`src/rtl/mips_pkg.sv`:
```
// Shared MIPS decode definitions: instruction field positions, opcodes used by
// operand fetch, and the decoded-field bundle carried to execute.
package mips_pkg;

  localparam int INSTR_W  = 32;
  localparam int SEL_W    = 5;
  localparam int OPC_W    = 6;
  localparam int FUNCT_W  = 6;
  localparam int IMM_W    = 16;

  // Field bit positions
  localparam int OPC_LO   = 26;
  localparam int RS_LO    = 21;
  localparam int RT_LO    = 16;
  localparam int RD_LO    = 11;
  localparam int IMM_LO   = 0;
  localparam int FUNCT_LO = 0;

  localparam logic [OPC_W-1:0] OP_RTYPE = 6'h00;
  localparam logic [OPC_W-1:0] OP_ADDI  = 6'h08;
  localparam logic [OPC_W-1:0] OP_ADDIU = 6'h09;
  localparam logic [OPC_W-1:0] OP_SLTI  = 6'h0A;
  localparam logic [OPC_W-1:0] OP_ANDI  = 6'h0C;
  localparam logic [OPC_W-1:0] OP_ORI   = 6'h0D;
  localparam logic [OPC_W-1:0] OP_XORI  = 6'h0E;
  localparam logic [OPC_W-1:0] OP_LUI   = 6'h0F;
  localparam logic [OPC_W-1:0] OP_LW    = 6'h23;

  localparam logic [SEL_W-1:0] REG_ZERO = 5'd0;

  // Register-select and opcode fields split out of one instruction word
  typedef struct packed {
    logic [OPC_W-1:0]   opcode;
    logic [SEL_W-1:0]   rs;
    logic [SEL_W-1:0]   rt;
    logic [SEL_W-1:0]   rd;
    logic [FUNCT_W-1:0] funct;
    logic [IMM_W-1:0]   imm;
  } instr_fields_t;

  function automatic instr_fields_t split_instr(input logic [INSTR_W-1:0] instr);
    instr_fields_t f;
    f.opcode = instr[OPC_LO   +: OPC_W];
    f.rs     = instr[RS_LO    +: SEL_W];
    f.rt     = instr[RT_LO    +: SEL_W];
    f.rd     = instr[RD_LO    +: SEL_W];
    f.funct  = instr[FUNCT_LO +: FUNCT_W];
    f.imm    = instr[IMM_LO   +: IMM_W];
    return f;
  endfunction

  // Register written by the instruction; REG_ZERO means "writes nothing"
  function automatic logic [SEL_W-1:0] dest_of(input instr_fields_t f);
    logic [SEL_W-1:0] d;
    case (f.opcode)
      OP_RTYPE: d = f.rd;
      OP_ADDI, OP_ADDIU, OP_SLTI, OP_ANDI,
      OP_ORI, OP_XORI, OP_LUI, OP_LW: d = f.rt;
      default:  d = REG_ZERO;
    endcase
    return d;
  endfunction

endpackage

```
`src/rtl/reg_operand_fetch_scoreboard.sv`:
```
// Register busy scoreboard. One bit per architectural register, set when an
// instruction that writes it issues, cleared by writeback. Query ports report
// "busy and not being released this cycle" so stalls drop in the clearing cycle.
module reg_scoreboard
  import mips_pkg::*;
#(
  parameter int NREG = 32,
  parameter int NQ   = 3
) (
  input  logic                     clk,
  input  logic                     reset,
  input  logic                     set_en,
  input  logic [SEL_W-1:0]         set_sel,
  input  logic                     clr_en,
  input  logic [SEL_W-1:0]         clr_sel,
  input  logic [NQ-1:0][SEL_W-1:0] q_sel,
  output logic [NQ-1:0]            q_busy
);

  logic [NREG-1:0] busy_q, busy_d;

  // Next busy vector: clear first so a same-cycle set of the same bit wins
  always_comb begin
    busy_d = busy_q;
    if (clr_en) busy_d[clr_sel] = 1'b0;
    if (set_en) busy_d[set_sel] = 1'b1;
    busy_d[REG_ZERO] = 1'b0;
  end

  // Busy state register
  always_ff @(posedge clk or posedge reset) begin
    if (reset) busy_q <= '0;
    else       busy_q <= busy_d;
  end

  // Query: a register being written back this cycle no longer blocks
  always_comb begin
    q_busy = '0;
    for (int i = 0; i < NQ; i++)
      q_busy[i] = busy_q[q_sel[i]] && !(clr_en && clr_sel == q_sel[i]);
  end

endmodule

```
`src/rtl/reg_operand_fetch.sv`:
```
// Decode / operand-read stage. Drives the register-file read selects straight
// from the offered instruction, bypasses a same-cycle writeback, stalls on
// busy sources/destination, and registers operands plus decoded fields for
// the execute stage behind a valid/ready handshake.
module reg_operand_fetch
  import mips_pkg::*;
#(
  parameter int WIDTH = 32,
  parameter int NREG  = 32
) (
  input  logic               clk,
  input  logic               reset,
  input  logic               in_valid,
  output logic               in_ready,
  input  logic [31:0]        in_instr,
  output logic [4:0]         selA,
  output logic [4:0]         selB,
  input  logic [WIDTH-1:0]   ReadData1,
  input  logic [WIDTH-1:0]   ReadData2,
  input  logic               wb_en,
  input  logic [4:0]         wb_sel,
  input  logic [WIDTH-1:0]   wb_data,
  output logic               out_valid,
  input  logic               out_ready,
  output logic [WIDTH-1:0]   out_rs_val,
  output logic [WIDTH-1:0]   out_rt_val,
  output logic [WIDTH-1:0]   out_imm,
  output logic [5:0]         out_opcode,
  output logic [5:0]         out_funct,
  output logic [4:0]         out_dest
);

  instr_fields_t    f;
  logic [4:0]       dest;
  logic             wb_live;
  logic [WIDTH-1:0] rs_val, rt_val, imm_ext;
  logic [2:0]       q_busy;
  logic             hazard, accept;

  logic             out_valid_q, out_valid_d;
  logic [WIDTH-1:0] out_rs_val_q, out_rs_val_d;
  logic [WIDTH-1:0] out_rt_val_q, out_rt_val_d;
  logic [WIDTH-1:0] out_imm_q, out_imm_d;
  logic [5:0]       out_opcode_q, out_opcode_d;
  logic [5:0]       out_funct_q, out_funct_d;
  logic [4:0]       out_dest_q, out_dest_d;

  assign f       = split_instr(in_instr);
  assign dest    = dest_of(f);
  assign selA    = f.rs;
  assign selB    = f.rt;
  assign imm_ext = {{(WIDTH-IMM_W){f.imm[IMM_W-1]}}, f.imm};
  // A writeback to $zero has no architectural effect anywhere in this stage
  assign wb_live = wb_en && (wb_sel != REG_ZERO);

  // Operand select: $zero, then same-cycle writeback, then register file
  always_comb begin
    rs_val = ReadData1;
    rt_val = ReadData2;
    if (f.rs == REG_ZERO)                rs_val = '0;
    else if (wb_live && wb_sel == f.rs)  rs_val = wb_data;
    if (f.rt == REG_ZERO)                rt_val = '0;
    else if (wb_live && wb_sel == f.rt)  rt_val = wb_data;
  end

  reg_scoreboard #(.NREG(NREG), .NQ(3)) u_sb (
    .clk     (clk),
    .reset   (reset),
    .set_en  (accept && dest != REG_ZERO),
    .set_sel (dest),
    .clr_en  (wb_live),
    .clr_sel (wb_sel),
    .q_sel   ({dest, f.rt, f.rs}),
    .q_busy  (q_busy)
  );

  // RAW on rs/rt and WAW on dest all stall the same way
  always_comb begin
    hazard   = |q_busy;
    in_ready = (!out_valid_q || out_ready) && !hazard;
    accept   = in_valid && in_ready;
  end

  // Output register next state: load on accept, drop valid on bare consume
  always_comb begin
    out_valid_d  = out_valid_q;
    out_rs_val_d = out_rs_val_q;
    out_rt_val_d = out_rt_val_q;
    out_imm_d    = out_imm_q;
    out_opcode_d = out_opcode_q;
    out_funct_d  = out_funct_q;
    out_dest_d   = out_dest_q;
    if (accept) begin
      out_valid_d  = 1'b1;
      out_rs_val_d = rs_val;
      out_rt_val_d = rt_val;
      out_imm_d    = imm_ext;
      out_opcode_d = f.opcode;
      out_funct_d  = f.funct;
      out_dest_d   = dest;
    end else if (out_ready) begin
      out_valid_d  = 1'b0;
    end
  end

  // Output register
  always_ff @(posedge clk or posedge reset) begin
    if (reset) begin
      out_valid_q  <= 1'b0;
      out_rs_val_q <= '0;
      out_rt_val_q <= '0;
      out_imm_q    <= '0;
      out_opcode_q <= '0;
      out_funct_q  <= '0;
      out_dest_q   <= '0;
    end else begin
      out_valid_q  <= out_valid_d;
      out_rs_val_q <= out_rs_val_d;
      out_rt_val_q <= out_rt_val_d;
      out_imm_q    <= out_imm_d;
      out_opcode_q <= out_opcode_d;
      out_funct_q  <= out_funct_d;
      out_dest_q   <= out_dest_d;
    end
  end

  assign out_valid  = out_valid_q;
  assign out_rs_val = out_rs_val_q;
  assign out_rt_val = out_rt_val_q;
  assign out_imm    = out_imm_q;
  assign out_opcode = out_opcode_q;
  assign out_funct  = out_funct_q;
  assign out_dest   = out_dest_q;

endmodule

```
`config.mk`:
```
export PLATFORM = sky130hd
export DESIGN_NAME = reg_operand_fetch
export DESIGN_NICKNAME = d
export VERILOG_FILES = /design/src/rtl/mips_pkg.sv /design/src/rtl/reg_operand_fetch_scoreboard.sv /design/src/rtl/reg_operand_fetch.sv
export SDC_FILE = /design/constraint.sdc
export NUM_CORES = 1
export LEC_CHECK = 0
export CAP_MARGIN = 10
export CORE_MARGIN = 2
export CORE_UTILIZATION = 46
export CTS_BUF_LIST = sky130_fd_sc_hd__clkbuf_4 sky130_fd_sc_hd__clkbuf_8
export DETAILED_ROUTE_END_ITERATION = 8
export PLACE_DENSITY = 0.83
export SETUP_SLACK_MARGIN = 0.15
export SYNTH_ARGS = -nofsm -noshare
export SYNTH_HDL_FRONTEND = slang
export SYNTH_HIERARCHICAL = 1
export SYNTH_SLANG_ARGS = --single-unit
```
`constraint.sdc`:
```
create_clock -name clk -period 4.6 [get_ports clk]
set_clock_uncertainty 0.1 [all_clocks]
set_input_delay 0.69 -clock clk [delete_from_list [all_inputs] [get_ports clk]]
set_output_delay 0.69 -clock clk [all_outputs]
set_load 0.02 [all_outputs]
```
-- Word level (Yosys, flattened, before mapping)
Index checks and enable logic that the tools add are counted.
- output and inout bits: 125
- bits of input ports: 138
- flip-flop bits (word level): 129
- word-level logic and storage cells: 73
- mux-type cells: 19
- bitwise logic cells: 3
- equality and inequality tests: 11
- magnitude comparators: 6
- reductions and logical operators: 26
- operators with widths (operator ; count):
    2-to-1 mux 32 bit ; 6
    equality test 6 x 4 -> 1 bit (second input constant) ; 7
    bitwise AND 32 bit ; 1
    inverter 32 bit ; 1
    bitwise OR 32 bit ; 1
    < comparator 5 x 6 -> 1 bit (second input constant) ; 4
    binary-select mux 1 bit (select 5 bit) ; 3
    equality test 5 bit ; 3
    logical AND 1 bit ; 12
    demux 1 bit (select 5 bit) ; 2
    greater-or-equal comparator 5 x 1 -> 1 bit (second input constant) ; 2
    zero test 5 bit ; 2
    case mux 5 bit (2 select lines) ; 1
    nonzero test 5 bit ; 2
    OR reduction 8 bit ; 1
    2-to-1 mux 1 bit ; 7
    equality test 6 bit (second input constant) ; 1
    zero test 6 bit ; 1
    zero test 1 bit ; 5
    OR reduction 3 bit ; 1
    nonzero test 2 bit ; 1
    logical OR 1 bit ; 1

-- Logic depth before layout (Yosys ltp)
Gate-level depths: netlist (run 1).
- depth in word-level cells: 13
- depth in mapped cells: 15
- gate-level depth less buffers: 12

-- By module
Netlist (run 1), hierarchy kept.
- by module, submodules not included (module ; area each (sq um) ; times used ; cells each ; seq. area each (sq um)):
    reg_operand_fetch ; 4538.1 ; 1 ; 453 ; 2302.2
    reg_scoreboard ; 2342.2 ; 1 ; 229 ; 775.7

-- Worst setup path after synthesis (run 1)
Ideal clock, no wire load.
- path type: input to register
- start point: in in_instr[26]
- end point: reg u_sb.busy_q[12]
- arrival: 5007 ps
- stages on the path: 15
- library setup time: 77 ps
- slack: -584 ps
- path through: or4_1 -> nor3_2 -> a22o_1 -> buf_6 -> mux4_2 -> or3b_1 -> o2111ai_1 -> o32ai_1 -> nor4_2 -> nand2_1 -> clkbuf_1 -> clkbuf_1 -> a31oi_1 -> or3b_1 -> o21ai_1
- longest elaborated chain between the ends: 13
- elaborated cells on any way between the ends: 30
- classes of those cells: order compare: 2; eq/ne: 9; mux: 6; bitwise: 1; reduce/logical: 12
- ends and longest elaborated chain (item ; RTL line ; RTL):
    from (decl) ; reg_operand_fetch.sv:15 ; input logic [31:0] in_instr,
    equality test 6 x 4 -> 1 bit or equality test 6 bit (tied branches) ; mips_pkg.sv:55 ; case (f.opcode)
    OR reduction 8 bit ; mips_pkg.sv:55 ;
    case mux 5 bit (2 select lines) (*) ; mips_pkg.sv:55 ;
    net dest[1] ; reg_operand_fetch.sv:34 ; logic [4:0] dest;
    branches (longest 3 deep; another with binary-select mux 1 bit (select 5 bit)) ; - ;
    logical AND 1 bit (*) ; reg_operand_fetch_scoreboard.sv:40 ; q_busy[i] = busy_q[q_sel[i]] && !(clr_en && clr_sel == q_sel[i]);
    net q_busy[2] ; reg_operand_fetch.sv:37 ; logic [2:0] q_busy;
    OR reduction 3 bit (*) ; reg_operand_fetch.sv:79 ; hazard = |q_busy;
    zero test 1 bit (*) ; reg_operand_fetch.sv:80 ; in_ready = (!out_valid_q || out_ready) && !hazard;
    logical AND 1 bit (*) ; reg_operand_fetch.sv:80 ;
    net in_ready ; reg_operand_fetch.sv:14 ; output logic in_ready,
    logical AND 1 bit (*) ; reg_operand_fetch.sv:81 ; accept = in_valid && in_ready;
    logical AND 1 bit (*) ; reg_operand_fetch.sv:69 ; .set_en (accept && dest != REG_ZERO),
    2-to-1 mux 32 bit (*) ; reg_operand_fetch_scoreboard.sv:26 ; if (set_en) busy_d[set_sel] = 1'b1;
    net u_sb.busy_d[12] ; reg_operand_fetch_scoreboard.sv:20 ; logic [NREG-1:0] busy_q, busy_d;
    to (signal assigned) ; reg_operand_fetch_scoreboard.sv:33 ; else busy_q <= busy_d;
    to (decl) ; reg_operand_fetch_scoreboard.sv:20 ;
Mark *: on every way through the listed nets, which the timed path passes. The select of a mux whose other input is x is not followed.
A chain may end at the register's enable or synchronous reset.

-- Final worst setup path (run 1)
- start point: in in_instr[31]
- end point: out in_ready
- longest elaborated chain between the ends: 10
- elaborated cells on any way between the ends: 20
- classes of those cells: eq/ne: 9; mux: 3; reduce/logical: 8
- ends and longest elaborated chain (item ; RTL line):
    equality test 6 x 4 -> 1 bit or equality test 6 bit (tied branches) ; mips_pkg.sv:55
    OR reduction 8 bit ; mips_pkg.sv:55
    case mux 5 bit (2 select lines) (*) ; mips_pkg.sv:55
    net dest[1] ; reg_operand_fetch.sv:34
    branches (longest 3 deep; another with binary-select mux 1 bit (select 5 bit)) ; -
    logical AND 1 bit (*) ; reg_operand_fetch_scoreboard.sv:40
    net q_busy[2] ; reg_operand_fetch.sv:37
    OR reduction 3 bit (*) ; reg_operand_fetch.sv:79
    zero test 1 bit (*) ; reg_operand_fetch.sv:80
    logical AND 1 bit (*) ; reg_operand_fetch.sv:80
    to (decl) ; reg_operand_fetch.sv:14
Marks and branches as above.

==> flow_summary_export.csv, run 1 <==
group,metric,value,unit
finish,post_route_cells_drive_above_1_share,14.3,%
floorplan,initial_utilization,47.2,%
clocking,cts_hold_buf,0,
logic_synthesis,syn_area,6880,um^2
routing,finalWirelength,23.9,mm
timing,rsz0062_at_grt,"no",
clocking,cts_root_buf,"clkbuf_8",
timing,layout_min_cycle_time,4240,ps
setup_path,slowest_delay,470,ps
setup_path,reg2reg_slack,1370,ps
logic_synthesis,postSynthAreaPerCell,10.1,um^2
placement,dp_hpwl,18.0,mm
logic_synthesis,synth_cells,682,
finish,fin_cells,1153,
clocking,clk_latency,440,ps
routing,viasPerCell,5.57,
routing,vias,6422,
timing,relSlewSlack,53.8,%
setup_path,critical_path_arrival,3450,ps
logic_synthesis,synth.most_common_cell,"nand2_1",
setup_path,path_delay_family,"buffers and inverters",
setup_path,path_max_fanout,9,
global_route,grt_antenna_before_repair,0,
floorplan,ios,263,
global_route,grt_use_total,29.9,%
finish,antenna_cells,0,
timing,fin_hold_ws,382,ps
global_route,grt_pass1_wl,36.6,mm
placement,dp.cells,1118,
global_route,grt_pass1_vias,6365,
setup_path,required,3810,ps
timing,final-setup-viol-count,0,
placement,gp_congestion,0.952,
timing,finalCritPeriodShare,92.2,%
routing,post-route-drc-count,0,
logic_synthesis,ys_top_cells_by_count,"nand2_1, dfrtp_1, o21ai_1",
finish,area_growth,50.6,%
power_and_ir_drop,ir_drop,0.000309,V
timing,tightest_slew,693,ps
run,drv_cap,0,
power_and_ir_drop,total_power,4.12,mW
clocking,cts.sinks,123,
logic_synthesis,yosysSeqAreaShare,44.7,%
clocking,cts_made_buffers,17,
logic_synthesis,synth_seq_cells,123,
logic_synthesis,synth_top_area_cell,"dfrtp_1",
setup_path,path_buf_inv,4,
logic_synthesis,syn_nets,820,
setup_path,worstPathCellList,"clkdlybuf4s50_1 > nor3b_1 > mux2_4 > a22o_4 > buf_4 > buf_4 > nor2b_1 > a221oi_2 > o32a_1 > o32ai_4 > nor4_4 > buf_4",
logic_synthesis,synthArstFlopShare,100,%
routing,post_drt_wl_per_cell,20.8,um
logic_synthesis,synth_cell_type_count,41,
clocking,clockBufferDepth,2,
timing,drv_slew,0,
finish,post-route-cell-area,10400,um^2
power_and_ir_drop,p_leak,4.28,nW
clocking,htree_levels,4,
finish,final_util,71.0,%
logic_synthesis,netlist_top_cells_area,"dfrtp_1, mux2i_1, nand2_1",
floorplan,die_w,126,um
setup_path,critPathKind,"input port to primary output",
placement,post-place-ws,-363,ps
setup_path,cp-start-kind,"input port",
logic_synthesis,synth_top_flop_cell,"dfrtp_1",
worst_hold_path,hold_class,"flip-flop to flip-flop",
logic_synthesis,synth_edf_count,0,
placement,dpl_cell_area,9850,um^2
floorplan,core_area,14600,um^2
floorplan,die-area,16000,um^2
timing,hold_violations,0,
power_and_ir_drop,power.density,397,nW/um^2
routing,drt_first_pass_iters,5,
status,status,"finished clean",
timing,fmax,236,MHz
setup_path,slowest_stage,"clkdlybuf4s50_1",
timing,setup_tns,0,ps
placement,port_buffers,262,
timing,worst_slack,358,ps
floorplan,fp.dieH,126,um
global_route,grt_max_degree,73,
finish,layout.nets,1095,
floorplan,rows,44,
routing,ant_nets,0,
logic_synthesis,synth_top_area_share,44.7,%
routing,drt_iter0_markers,344,
setup_path,critPathCaptureType,"primary output",
logic_synthesis,synth-warning-count,6,
clocking,path_clk_slew,70,ps
clocking,tritoncts,"built",
setup_path,cp_common_cell,"buf_4",
global_route,grt-ovfl-total,0,
worst reg2reg max path: stages (launching register included):
cell and delay [ps]:
dfrtp_1 440, mux4_2 510, or3b_1 360, o2111ai_1 110
o32ai_1 150, nor4_4 320, buf_4 150, buf_4 100
nand2_2 60, a31oi_4 190, or3b_4 480, o21ai_1 190
flip-flops by register name, summed over array words and instances (netlist names):
register	cells
out_dest	5
out_imm	16
u_sb/busy_q	31
out_rs_val	32
out_opcode	6
out_rt_val	32
out_valid	1
logic make-up (layout without fill, tap and decap cells):
group           count (synthesis)  count (layout)  synth area share (%)
xor+xnor                       25              25                  3.18
compound gates                158             158                  12.9
simple gates                  206             206                  14.4
mux                            97              97                  17.8
buf+inv                        73             360                  6.95
flops                         123             123                  44.7
where the power goes:
group,switching (mW),total (mW),internal [mW]
logic,0.846,1.64,0.792
registers,0.145,1.46,1.31
clock network,0.439,1.02,0.582
cell usage in the layout (no fill, tap or decap), types with 12 or more instances in the layout:
master | netlist | layout
o21ai_1 | 97 | 97
xnor2_1 | 21 | 21
nand3b_1 | 12 | 12
clkdlybuf4s50_1 | 0 | 257
nand2_1 | 143 | 142
mux2i_1 | 64 | 64
mux4_2 | 15 | 15
clkbuf_8 | 0 | 20
buf_4 | 35 | 60
dfrtp_1 | 123 | 123
o21ai_0 | 36 | 34
layout make-up:
class	count	area (um^2)
fillers	1103	4220
multi-input cells	486	3440
repair buffers	326	3180
flip-flops and latches	123	3080
clock buffers	21	283
well taps	184	230
clock inverters	10	141
inverters	3	13.8
timing repair:
| action | CTS | global route |
|---|---|---|
| gates cloned | 0 | 0 |
| endpoints found under the setup margin | 1 | 1 |
| resized for setup | 6 | 9 |
| setup buffers | 0 | 3 |
| pin swaps | 1 | 7 |
per-layer routing:
layer | share of wire (%) | vias to the layer above | global-route usage [%]
met3 | 6.1 | 49 | 5.99
met2 | 49 | 273 | 49.6
met4 | 3.6 | 0 | 12.5
met1 | 42 | 3149 | 38.6
met5 | 0 | - | 0
li1 | - | 2951 | -
final timing paths:
path                                      start         endpoint  depth (start not counted)
worst max-delay path               in_instr[31]         in_ready                         12
worst min-delay path             out_rs_val[27]   out_rs_val[27]                          2
worst max register to register  u_sb/busy_q[29]  u_sb/busy_q[20]                         11
worst min register to register   out_rs_val[27]   out_rs_val[27]                          2
max in group asynchronous                 reset    out_opcode[0]                          3
min in group asynchronous                 reset      out_dest[1]                          2
Note: power is estimated with default switching activity, not from simulation.
==> run 2: changes to the inputs <==
Settings changed: CTS_CLUSTER_DIAMETER set to 30, SKIP_LAST_GASP set to 1.
==> results of run 2 <==
Same layout as run 1: the final DEF is identical, and so are final timing and power.
==> run 3: changes to the inputs <==
Settings changed: HOLD_SLACK_MARGIN set to 0.08, PLACE_DENSITY 0.83 to 0.88.
==> flow_summary_export.csv, run 3 (synthesis results as in run 1) <==
group,metric,value,unit
placement,post-place-ws,-417,ps
finish,area_growth,48.9,%
global_route,grt_max_degree,80,
setup_path,critPathKind,"input port to primary output",
clocking,cts.sinks,123,
timing,hold_violations,0,
global_route,grt_use_total,30.4,%
clocking,clk_latency,440,ps
timing,fmax,232,MHz
timing,worst_slack,280,ps
floorplan,fp.dieH,126,um
placement,dp_hpwl,18.3,mm
clocking,cts_hold_buf,0,
routing,ant_nets,0,
finish,post-route-cell-area,10200,um^2
floorplan,rows,44,
timing,fin_hold_ws,374,ps
power_and_ir_drop,ir_drop,0.000272,V
clocking,path_clk_slew,70,ps
floorplan,die_w,126,um
status,status,"finished clean",
timing,drv_slew,0,
clocking,cts_root_buf,"clkbuf_8",
floorplan,ios,263,
global_route,grt_pass1_wl,36.9,mm
clocking,tritoncts,"built",
run,drv_cap,0,
placement,port_buffers,262,
timing,rsz0062_at_grt,"no",
clocking,cts_made_buffers,17,
global_route,grt-ovfl-total,0,
routing,drt_iter0_markers,524,
timing,final-setup-viol-count,0,
timing,layout_min_cycle_time,4320,ps
floorplan,initial_utilization,47.2,%
placement,gp_congestion,1.03,
setup_path,cp-start-kind,"input port",
setup_path,critPathCaptureType,"primary output",
routing,vias,6544,
timing,setup_tns,0,ps
routing,post_drt_wl_per_cell,21.4,um
clocking,htree_levels,4,
floorplan,core_area,14600,um^2
timing,relSlewSlack,43.3,%
power_and_ir_drop,power.density,400,nW/um^2
timing,finalCritPeriodShare,93.9,%
routing,finalWirelength,24.4,mm
setup_path,path_max_fanout,6,
setup_path,required,3810,ps
finish,post_route_cells_drive_above_1_share,13.1,%
timing,tightest_slew,849,ps
routing,drt_first_pass_iters,5,
finish,layout_common_cells,"clkdlybuf4s50_1, nand2_1, dfrtp_1, o21ai_1, mux2i_1",
finish,layout.nets,1084,
global_route,grt_pass1_vias,6397,
global_route,grt_antenna_before_repair,1,
routing,viasPerCell,5.72,
floorplan,die-area,16000,um^2
worst_hold_path,hold_class,"flip-flop to flip-flop",
clocking,clockBufferDepth,2,
setup_path,critical_path_arrival,3530,ps
power_and_ir_drop,p_leak,4.20,nW
finish,final_common_cell,"clkdlybuf4s50_1",
routing,post-route-drc-count,0,
placement,dpl_cell_area,9760,um^2
-- run 3: metal layers --
layer / vias to the layer above / part of all wire (%) / global-route usage (%)
met5: - / 0 / 0
met1: 3149 / 39 / 38.5
met4: 0 / 3.4 / 13.3
met3: 59 / 8.1 / 6.83
li1: 2927 / - / -
met2: 409 / 49 / 50.3
-- run 3: cell type report --
class	instances	area, um^2
flip-flops and latches	123	3080
multi-input cells	486	3410
clock buffers	21	289
well taps	184	230
fillers	1064	4340
clock inverters	11	133
inverters	3	12.5
repair buffers	315	3090
diodes	1	2.50
-- run 3: worst max-delay path: stages --
cell and delay [ps]:
dlygate4sd2_1 250, or4_4 550, nor3_4 310, a22o_4 220, mux4_2 490, or3b_1 400
o2111ai_2 100, o32ai_2 130, nor4_4 200, buf_4 200
-- run 3: what timing repair did --
action                                  CTS  global route
endpoints found under the setup margin    1             1
gates resized for setup                  10             1
setup buffers                             1             3
pin swaps                                 7             4
-- run 3: worst paths after layout --
kind	startpoint	end	slack (ps)	cells past startpoint
setup / recovery	in_instr[29]	in_ready	280	10
hold / removal	out_opcode[4]	out_opcode[4]	370	2
setup reg to reg	u_sb/busy_q[26]	u_sb/busy_q[24]	1330	11
hold reg to reg	out_opcode[4]	out_opcode[4]	370	2
max in group asynchronous	reset	out_imm[15]	2940	3
min in group asynchronous	reset	u_sb/busy_q[11]	560	2
-- run 3: through the flow --
stage / std cells / util [%] / power [mW]
2_1_floorplan: 682 / - / 2.28
3_3_place_gp: 1106 / 66.9 / 3.05
3_5_place_dp: 1106 / 66.9 / 3.09
4_1_cts: 1139 / 69.8 / 4.11
5_1_grt: 1144 / 70.2 / 4.28
6_report: 1144 / 70.2 / 4.10
-- run 3: report_power, final --
| group | switching, mW | internal [mW] | leakage (nW) |
|---|---|---|---|
| Clock | 0.465 | 0.545 | 0.209 |
| Sequential | 0.147 | 1.31 | 1.58 |
| Combinational | 0.845 | 0.783 | 2.41 |
